### config.mk
export PLATFORM = sky130hd
export DESIGN_NAME = dmem_port_arbiter
export DESIGN_NICKNAME = d
export VERILOG_FILES = /design/src/rtl/dmem_port_arbiter.sv
export SDC_FILE = /design/constraint.sdc
export NUM_CORES = 1
export LEC_CHECK = 0
export ABC_AREA = 1
export BUFFER_PORTS_ARGS = -buffer_cell sky130_fd_sc_hd__buf_2
export CORE_ASPECT_RATIO = 0.5
export CORE_MARGIN = 2
export CORE_UTILIZATION = 46
export DETAILED_ROUTE_END_ITERATION = 16
export HOLD_SLACK_MARGIN = 0.02
export PLACE_DENSITY = 0.77
export SLEW_MARGIN = 10
export SYNTH_ARGS = -nofsm -noshare
export SYNTH_HDL_FRONTEND = slang
export SYNTH_SLANG_ARGS = --single-unit
### constraint.sdc
create_clock -name clock -period 1.64 [get_ports clock]
set_input_delay 0.328 -clock clock [delete_from_list [all_inputs] [get_ports clock]]
set_output_delay 0.328 -clock clock [all_outputs]
set_load 0.05 [all_outputs]
### src/rtl/dmem_port_arbiter.sv
// rtl/dmem_port_arbiter.sv - two-master arbiter for the single data-memory port
// Optional feature: ARB_RR_EN selects round-robin arbitration instead of fixed CPU priority.
module dmem_port_arbiter #(
    parameter int ADDR_W  = 32,
    parameter int DATA_W  = 32,
    parameter int MEM_LAT = 2
) (
    input  logic              clock,
    input  logic              reset,
    input  logic              cpu_req,
    input  logic              cpu_we,
    input  logic [1:0]        cpu_size,
    input  logic [ADDR_W-1:0] cpu_addr,
    input  logic [DATA_W-1:0] cpu_wdata,
    output logic [DATA_W-1:0] cpu_rdata,
    output logic              cpu_done,
    output logic              cpu_stall,
    input  logic              dbg_req,
    input  logic              dbg_we,
    input  logic [1:0]        dbg_size,
    input  logic [ADDR_W-1:0] dbg_addr,
    input  logic [DATA_W-1:0] dbg_wdata,
    output logic [DATA_W-1:0] dbg_rdata,
    output logic              dbg_done,
    output logic              mem_en,
    output logic              mem_we,
    output logic [1:0]        mem_size,
    output logic [ADDR_W-1:0] mem_addr,
    output logic [DATA_W-1:0] mem_wdata,
    input  logic [DATA_W-1:0] mem_rdata,
    output logic              busy
);

    typedef enum logic [1:0] {IDLE, ACCESS, DONE} state_t;

    state_t     state;
    logic [3:0] cnt;
    logic       owner_dbg;
    logic       we_q;
    logic       grant_dbg;

`ifdef ARB_RR_EN
    logic last_dbg;
    // On a tie the port that did not win last time gets the memory.
    assign grant_dbg = dbg_req & (~cpu_req | ~last_dbg);
`else
    assign grant_dbg = dbg_req & ~cpu_req;
`endif

    assign mem_we    = mem_en & we_q;
    assign busy      = (state != IDLE);
    assign cpu_stall = cpu_req & ~cpu_done;

    always_ff @(posedge clock) begin
        if (reset) begin
            state     <= IDLE;
            cnt       <= 4'd0;
            owner_dbg <= 1'b0;
            we_q      <= 1'b0;
            mem_en    <= 1'b0;
            mem_size  <= 2'd0;
            mem_addr  <= '0;
            mem_wdata <= '0;
            cpu_done  <= 1'b0;
            dbg_done  <= 1'b0;
            cpu_rdata <= '0;
            dbg_rdata <= '0;
`ifdef ARB_RR_EN
            last_dbg  <= 1'b1;
`endif
        end else begin
            case (state)
                IDLE: begin
                    if (cpu_req | dbg_req) begin
                        owner_dbg <= grant_dbg;
                        we_q      <= grant_dbg ? dbg_we    : cpu_we;
                        mem_size  <= grant_dbg ? dbg_size  : cpu_size;
                        mem_addr  <= grant_dbg ? dbg_addr  : cpu_addr;
                        mem_wdata <= grant_dbg ? dbg_wdata : cpu_wdata;
                        mem_en    <= 1'b1;
                        cnt       <= 4'(MEM_LAT - 1);
                        state     <= ACCESS;
`ifdef ARB_RR_EN
                        last_dbg  <= grant_dbg;
`endif
                    end
                end
                ACCESS: begin
                    if (cnt == 4'd0) begin
                        // Last access cycle: mem_rdata is valid now.
                        mem_en <= 1'b0;
                        if (!we_q) begin
                            if (owner_dbg) dbg_rdata <= mem_rdata;
                            else           cpu_rdata <= mem_rdata;
                        end
                        if (owner_dbg) dbg_done <= 1'b1;
                        else           cpu_done <= 1'b1;
                        state <= DONE;
                    end else begin
                        cnt <= cnt - 4'd1;
                    end
                end
                DONE: begin
                    cpu_done <= 1'b0;
                    dbg_done <= 1'b0;
                    state    <= IDLE;
                end
                default: state <= IDLE;
            endcase
        end
    end

endmodule
======== After elaboration in Yosys (flattened, before gate mapping) ========
Cells that the tools add are included.
Widths: inputs -> output; s select.
word-level totals
  flip-flop bits (word level) ............. 141
  bits in latches ......................... 0
  memories kept ........................... 0
  output and inout bits ................... 136
  input bits .............................. 170
  memory bits (read-only) ................. 0
  logic and storage cells ................. 60
  RAM bits ................................ 0
cells by class
  bitwise gates (word level) .............. 8
  mux-type cells .......................... 19
  divide/modulo/power cells ............... 0
  eq/ne operators ......................... 7
  $mul .................................... 0
  $add $sub $neg .......................... 1
  reductions and logical operators ........ 13
  $lt $le $gt $ge ......................... 0
  shift operators ......................... 0
operators by type and width
  cell                 count
  $mux 32              2
  $reduce_and 3->1     4
  $ne 2x2->1 const B   5
  $mux 4               2
  $pmux 4 s2           1
  $reduce_and 4->1     2
  $mux 1               7
  $mux 2               3
  $pmux 1 s2           3
  $reduce_bool 2->1    3
  $logic_not 4->1      1
  $not 1->1            4
  $pmux 2 s2           1
  $reduce_and 2->1     2
  $sub 4x1->4 const B  1
  $and 1x1->1          3
  $eq 2x1->1 const B   1
  $eq 2x2->1 const B   1
  $logic_not 2->1      1
  $or 1x1->1           1

======== Depth between registers and ports, before layout ========
Gate-level depths: netlist (run 1).
  depth after elaboration ................. 3
  depth in mapped cells ................... 9
  gate-level depth less buffers ........... 8

======== Least setup slack after synthesis (run 1) ========
No wires, ideal clock.
  path type ............................... register -> output
  start ................................... reg cpu_done
  end ..................................... out cpu_stall
  buffers on the path ..................... 0
  path slack .............................. 114 ps
  arrival time ............................ 1,198 ps
  required time ........................... 1,312 ps
  cell stages (with the launch flop) ...... 2
  cell sequence ........................... dfxtp_1 -> nor2_1
on the way
  longest elaborated chain between the ends .. 2
ends and longest elaborated chain
  item                    RTL line  text
  start, declared         16        output logic cpu_done,
  start signal, assigned  64        cpu_done <= 1'b0;
  start signal, assigned  97        else cpu_done <= 1'b1;
  start signal, assigned  104       cpu_done <= 1'b0;
  $not 1->1               52        assign cpu_stall = cpu_req & ~cpu_done;
  $and 1x1->1             52
  end, declared           17        output logic cpu_stall,
No other way between the ends.

======== Final worst setup path (run 1) ========
  start ................................... reg state[0]
  end ..................................... out busy
on the way
  longest elaborated chain between the ends .. 1
ends and longest elaborated chain
  item                    RTL line  text
  start, declared         36        state_t state;
  start signal, assigned  56        state <= IDLE;
  start signal, assigned  82        state <= ACCESS;
  start signal, assigned  98        state <= DONE;
  $reduce_bool 2->1       51        assign busy = (state != IDLE);
  end, declared           31        output logic busy
No other way between the ends.

==> reports/qor.yml, run 1 <==
grt_use_total: 0.2324
critPathKind: "flop to output port"
syn_inst: 947
fin_crit_sh: 0.9434
dieArea_um2: 14670
slew_violations: 0
rows: 30
place_hpwl_um: 12380
hold_violations: 0
viasPerCell: 4.733
fp.dieW_um: 169.3
startpoint_type: "flop"
ctsHoldBuffers: 0
ir_drop_uv: 765.8
rsz0062_at_grt: "false"
finalInstanceArea_um2: 8547
cts_setup_buffers: 0
fmax_ghz: 0.6464
chipHeight_um: 86.65
synth_area_um2: 6284
cp_num_buf_inv: 2
path_cells: "nor2_2, inv_1, buf_2"
cts_root_buf: "clkbuf_16"
grt_max_degree: 73
fin_setup_tns_ps: 0
worstMarginPinSlew_ps: 356.7
period_needed_ps: 1547
initial_utilization: 0.4676
power_density_nw_per_um2: 1337
clockBufferDepth: 2
arrival_ps: 1220
area_growth_pct: 36.02
synth.distinct_cells: 23
finalSetupViolCount: 0
preCtsSetupSlack_ps: 202.0
worst-path-max-fanout: 4
io_pins: 306
cp_top_family: "flip-flops"
p_leak_nw: 4.846
synth.avg_cell_area_um2: 6.635
synth.most_common_cell: "nand2_1"
worstSetupEndpointType: "output port"
route.detailed.drc: 0
wire_per_inst_um: 12.25
ctsResizeCount: 0
fin_ws_ps: 92.86
syn_nets: 1119
clkTransAtPathRegs_ps: 60
ant_nets: 0
cp.required_ps: 1310
h-tree-depth: 4
yosysWarnings: 0
placed_area_um2: 7905
synth_edf_count: 0
slowest_delay_ps: 340
num-fill-cells: 1251
final_core_util: 0.6360
synth_commonest_cells: "395 x nand2_1, 141 x dfxtp_1, 140 x nor2_1"
drive_above_1_share: 0.2986
core_um2: 13440
grt_remaining_overflow: 0
finClkSkew_ps: 10.64
cts_tree: "built"
slew_headroom: 0.7622
seq_area_frac_synth: 0.4492
grt_pass1_vias: 5922
firstDrtPassIters: 4
timing.max_cap.violations: 0
place_congestion: 0.8271
n_antenna_cell: 0
grt_first_pass_wirelength_um: 27520
status: "complete, no violations"
yosysTopAreaCell: "dfxtp_1"
drt_iter0_markers: 342
netlist.area_leader.share: 0.4492
port_buffers: 305
hp-class: "input pin to flop"
num-nets-final: 1398
crit_path_top_delay_cell: "dfxtp_1"
wl_um: 17330
cts_made_buffers: 17
synth_ff_type: "dfxtp_1"
synth-seq-cells: 141
via_count: 6697
synth_async_sr_flop_share: 0
clk_latency_ps: 410
synthTopCellsByArea: "dfxtp_1 45%, nand2_1 24%, nand3_1 11%, nor2_1 8.4%, inv_1 2.4%"
clock_sinks: 141
antenna_found_initial: 0
worst register-to-register path, stage by stage (launching register included):
cell     delay (ps)
dfxtp_1         340
nor2_2          210
o21ai_4         100
inv_2           100
buf_4           330
nand2_1         130
o21ai_0         160
final timing paths:
check	from	to	slack [ps]	cells after the start
setup reg to reg	state[0]	mem_size[0]	200	6
hold reg to reg	mem_addr[21]	mem_addr[21]	440	2
hold / removal	dbg_wdata[31]	mem_wdata[31]	160	3
setup / recovery	state[0]	busy	90	3
layout make-up:
cell class / count / area, um2 / area share
Multi-Input combinational cell: 699 / 2912 / 0.3407
Sequential cell: 141 / 2823 / 0.3303
Timing Repair Buffer: 322 / 1779 / 0.2082
Clock buffer: 20 / 456.7 / 0.05343
Tap cell: 176 / 220.2 / 0.02576
Clock inverter: 12 / 185.2 / 0.02167
Inverter: 45 / 171.4 / 0.02006
cells by family after synthesis:
group | share of synthesized area
compound gates | 0.01693
buf+inv | 0.08781
simple gates | 0.4421
flops | 0.4492
fa+ha+maj | 0.003982
report_power, final:
part / internal, mW / leakage (nW) / total [mW] / switching, mW
clock: 2.64 / 0.299 / 4.11 / 1.47
combinational: 0.865 / 3.39 / 3.31 / 2.45
sequential: 3.81 / 1.15 / 4.01 / 0.200
metrics by stage:
step                      power (mW)  hold slack [ps]  cells
after floorplan                6.542            475.2    947
after global placement         7.336            423.2   1383
after detailed placement       7.396            426.7   1383
after CTS                      11.50            158.4   1415
after global routing           11.99            158.9   1415
final                          11.43            162.5   1415
registers in the layout, indices dropped and copies added, names as in the netlist, 2 cells and up:
name	cells
mem_size	2
dbg_rdata	32
mem_wdata	32
state	2
mem_addr	32
cnt	4
cpu_rdata	32
cell usage in the layout (no fill, tap or decap), types with 3 or more instances in the layout:
master and count:
nand2_1 395, clkbuf_16 17, nand3_1 132, clkinvlp_4 4, bufinv_16 4, a21oi_1 5, inv_1 41, buf_12 10
nor2_2 4, o211ai_1 4, inv_2 3, o21ai_0 5, buf_2 305, buf_4 7, dfxtp_1 141, nor2_1 139
metal layers:
layer	vias up	global-route usage	wire length (um)
li1	3476	-	-
met1	3001	0.2786	7584
met2	186	0.4100	8506
met3	34	0.05571	834
met4	0	0.08858	405
met5	-	0	0
Note: power is estimated with default switching activity, not from simulation.
==> run 2, diff against run 1 <==
--- a/config.mk
+++ b/config.mk
@@ -7,13 +7,13 @@
 export LEC_CHECK = 0
 export ABC_AREA = 1
 export BUFFER_PORTS_ARGS = -buffer_cell sky130_fd_sc_hd__buf_2
-export CORE_ASPECT_RATIO = 0.5
+export CORE_ASPECT_RATIO = 0.9
 export CORE_MARGIN = 2
 export CORE_UTILIZATION = 46
 export DETAILED_ROUTE_END_ITERATION = 16
 export HOLD_SLACK_MARGIN = 0.02
 export PLACE_DENSITY = 0.77
-export SLEW_MARGIN = 10
+export SLEW_MARGIN = 20
 export SYNTH_ARGS = -nofsm -noshare
 export SYNTH_HDL_FRONTEND = slang
 export SYNTH_SLANG_ARGS = --single-unit
==> run 2 against run 1 <==
Compared with the run above: design area increased by 0.63%; die area is 0.38% lower; power rose by 1.2%; worst setup slack better by 22 ps; clock power increased by 2%; critical path depth stayed put; cell count fell by 0.42%; largest power group unchanged.
==> reports/qor.yml, run 2 (same netlist as run 1, synthesis figures left out) <==
port_buffers: 305
antenna_found_initial: 0
place_congestion: 0.8429
cp.required_ps: 1310
h-tree-depth: 4
fin_setup_tns_ps: 0
cts_made_buffers: 17
finalSetupViolCount: 0
wire_per_inst_um: 12.97
clock_sinks: 141
clk_latency_ps: 420
chipHeight_um: 114.9
place_hpwl_um: 12980
mostFrequentLayoutCells: "395 x nand2_1, 304 x buf_2, 141 x dfxtp_1, 139 x nor2_1, 132 x nand3_1"
grt_remaining_overflow: 0
ir_drop_uv: 801.9
placed_area_um2: 7935
core_um2: 13360
hp-class: "input pin to flop"
r2r_start: "state[0]"
dieArea_um2: 14610
startpoint_type: "flop"
finClkSkew_ps: 7.063
final_common_cell: "nand2_1"
n_antenna_cell: 0
power_density_nw_per_um2: 1345
route.detailed.drc: 0
critPathKind: "flop to output port"
io_pins: 306
slew_violations: 0
status: "complete, no violations"
fp.dieW_um: 127.2
slew_headroom: 0.8185
period_needed_ps: 1525
num-nets-final: 1401
grt_pass1_vias: 5854
finalInstanceArea_um2: 8601
r2r.worst_path.cells: 8
ant_nets: 0
drt_iter0_markers: 429
grt_use_total: 0.2417
worstSetupEndpointType: "output port"
worstMarginPinSlew_ps: 272.3
via_count: 6788
min-delay-start: "dbg_wdata[31]"
p_leak_nw: 4.882
initial_utilization: 0.4702
hold_violations: 0
rr_endpoint: "mem_wdata[10]"
cp-endpoint: "mem_we"
viasPerCell: 4.818
cts_tree: "built"
fin_crit_sh: 0.9302
fmax_ghz: 0.6555
crit_path_start: "we_q"
grt_first_pass_wirelength_um: 28190
rsz0062_at_grt: "false"
arrival_ps: 1200
drive_above_1_share: 0.3006
wl_um: 18280
clockBufferDepth: 2
worst-path-max-fanout: 4
rows: 40
clkTransAtPathRegs_ps: 60
grt_max_degree: 67
area_growth_pct: 36.88
firstDrtPassIters: 5
p_total_mw: 11.57
cts_root_buf: "clkbuf_16"
reg2reg_setup_slack_ps: 140
timing.max_cap.violations: 0
ctsHoldBuffers: 0
## run 2: cell types whose count changed in the layout (fill, tap and decap cells not counted), sizes merged
cell      previous run  this run
buf                322       324
clkinv               2         1
inv                 47        46
clkbuf              20        23
clkinvlp             4         3
## run 2: per-stage QoR
| stage | util | instances | setup slack, ps | hold WS (ps) |
|---|---|---|---|---|
| 2_1_floorplan | - | 947 | 114.3 | 475.2 |
| 3_3_place_gp | 0.5938 | 1377 | 179.8 | 422.7 |
| 3_5_place_dp | 0.5938 | 1377 | 158.8 | 426.6 |
| 4_1_cts | 0.6429 | 1408 | 32.82 | 132.8 |
| 5_1_grt | 0.6436 | 1409 | 17.34 | 155.6 |
| 6_report | 0.6436 | 1409 | 114.5 | 153.1 |
## run 2: report_power, final
part	leakage [nW]	total, mW	switching, mW	internal (mW)
Sequential	1.15	4.03	0.220	3.81
Combinational	3.42	3.36	2.46	0.896
Clock	0.311	4.18	1.44	2.74
## run 2: repair_timing
item | in CTS | in global routing
pin swaps | 0 | 1
setup buffers | 0 | 1
endpoints found under the setup margin | 1 | 1
resized for setup | 1 | 1
## run 2: layer usage
layer / vias up / share of wire / track usage
met5: - / 0 / 0
met4: 0 / 0.028 / 0.1114
met3: 40 / 0.064 / 0.06840
met2: 253 / 0.49 / 0.4061
met1: 3004 / 0.42 / 0.2895
li1: 3491 / - / -
## run 2: layout make-up
cell class | count | area [um2]
inverters | 45 | 171.4
well taps | 168 | 210.2
clock inverters | 9 | 156.4
fillers | 1225 | 4762
multi-input cells | 699 | 2917
repair buffers | 325 | 1829
flip-flops and latches | 141 | 2823
clock buffers | 22 | 494.2
## run 2: critical path, stage by stage, from the launching register on
cell and delay, ps:
dfxtp_1 400, nand2_1 70, inv_1 50, buf_2 260
## run 2: worst min path at each step
| stage | endpoint | slack [ps] | cells past startpoint |
|---|---|---|---|
| final | mem_wdata[31] | 150 | 3 |
| after detailed placement | mem_wdata[21] | 430 | 2 |
| after global placement | mem_addr[17] | 420 | 2 |
| after global routing | mem_wdata[31] | 160 | 3 |
| after floorplan | cnt[1] | 480 | 2 |
| after CTS | mem_wdata[31] | 130 | 3 |
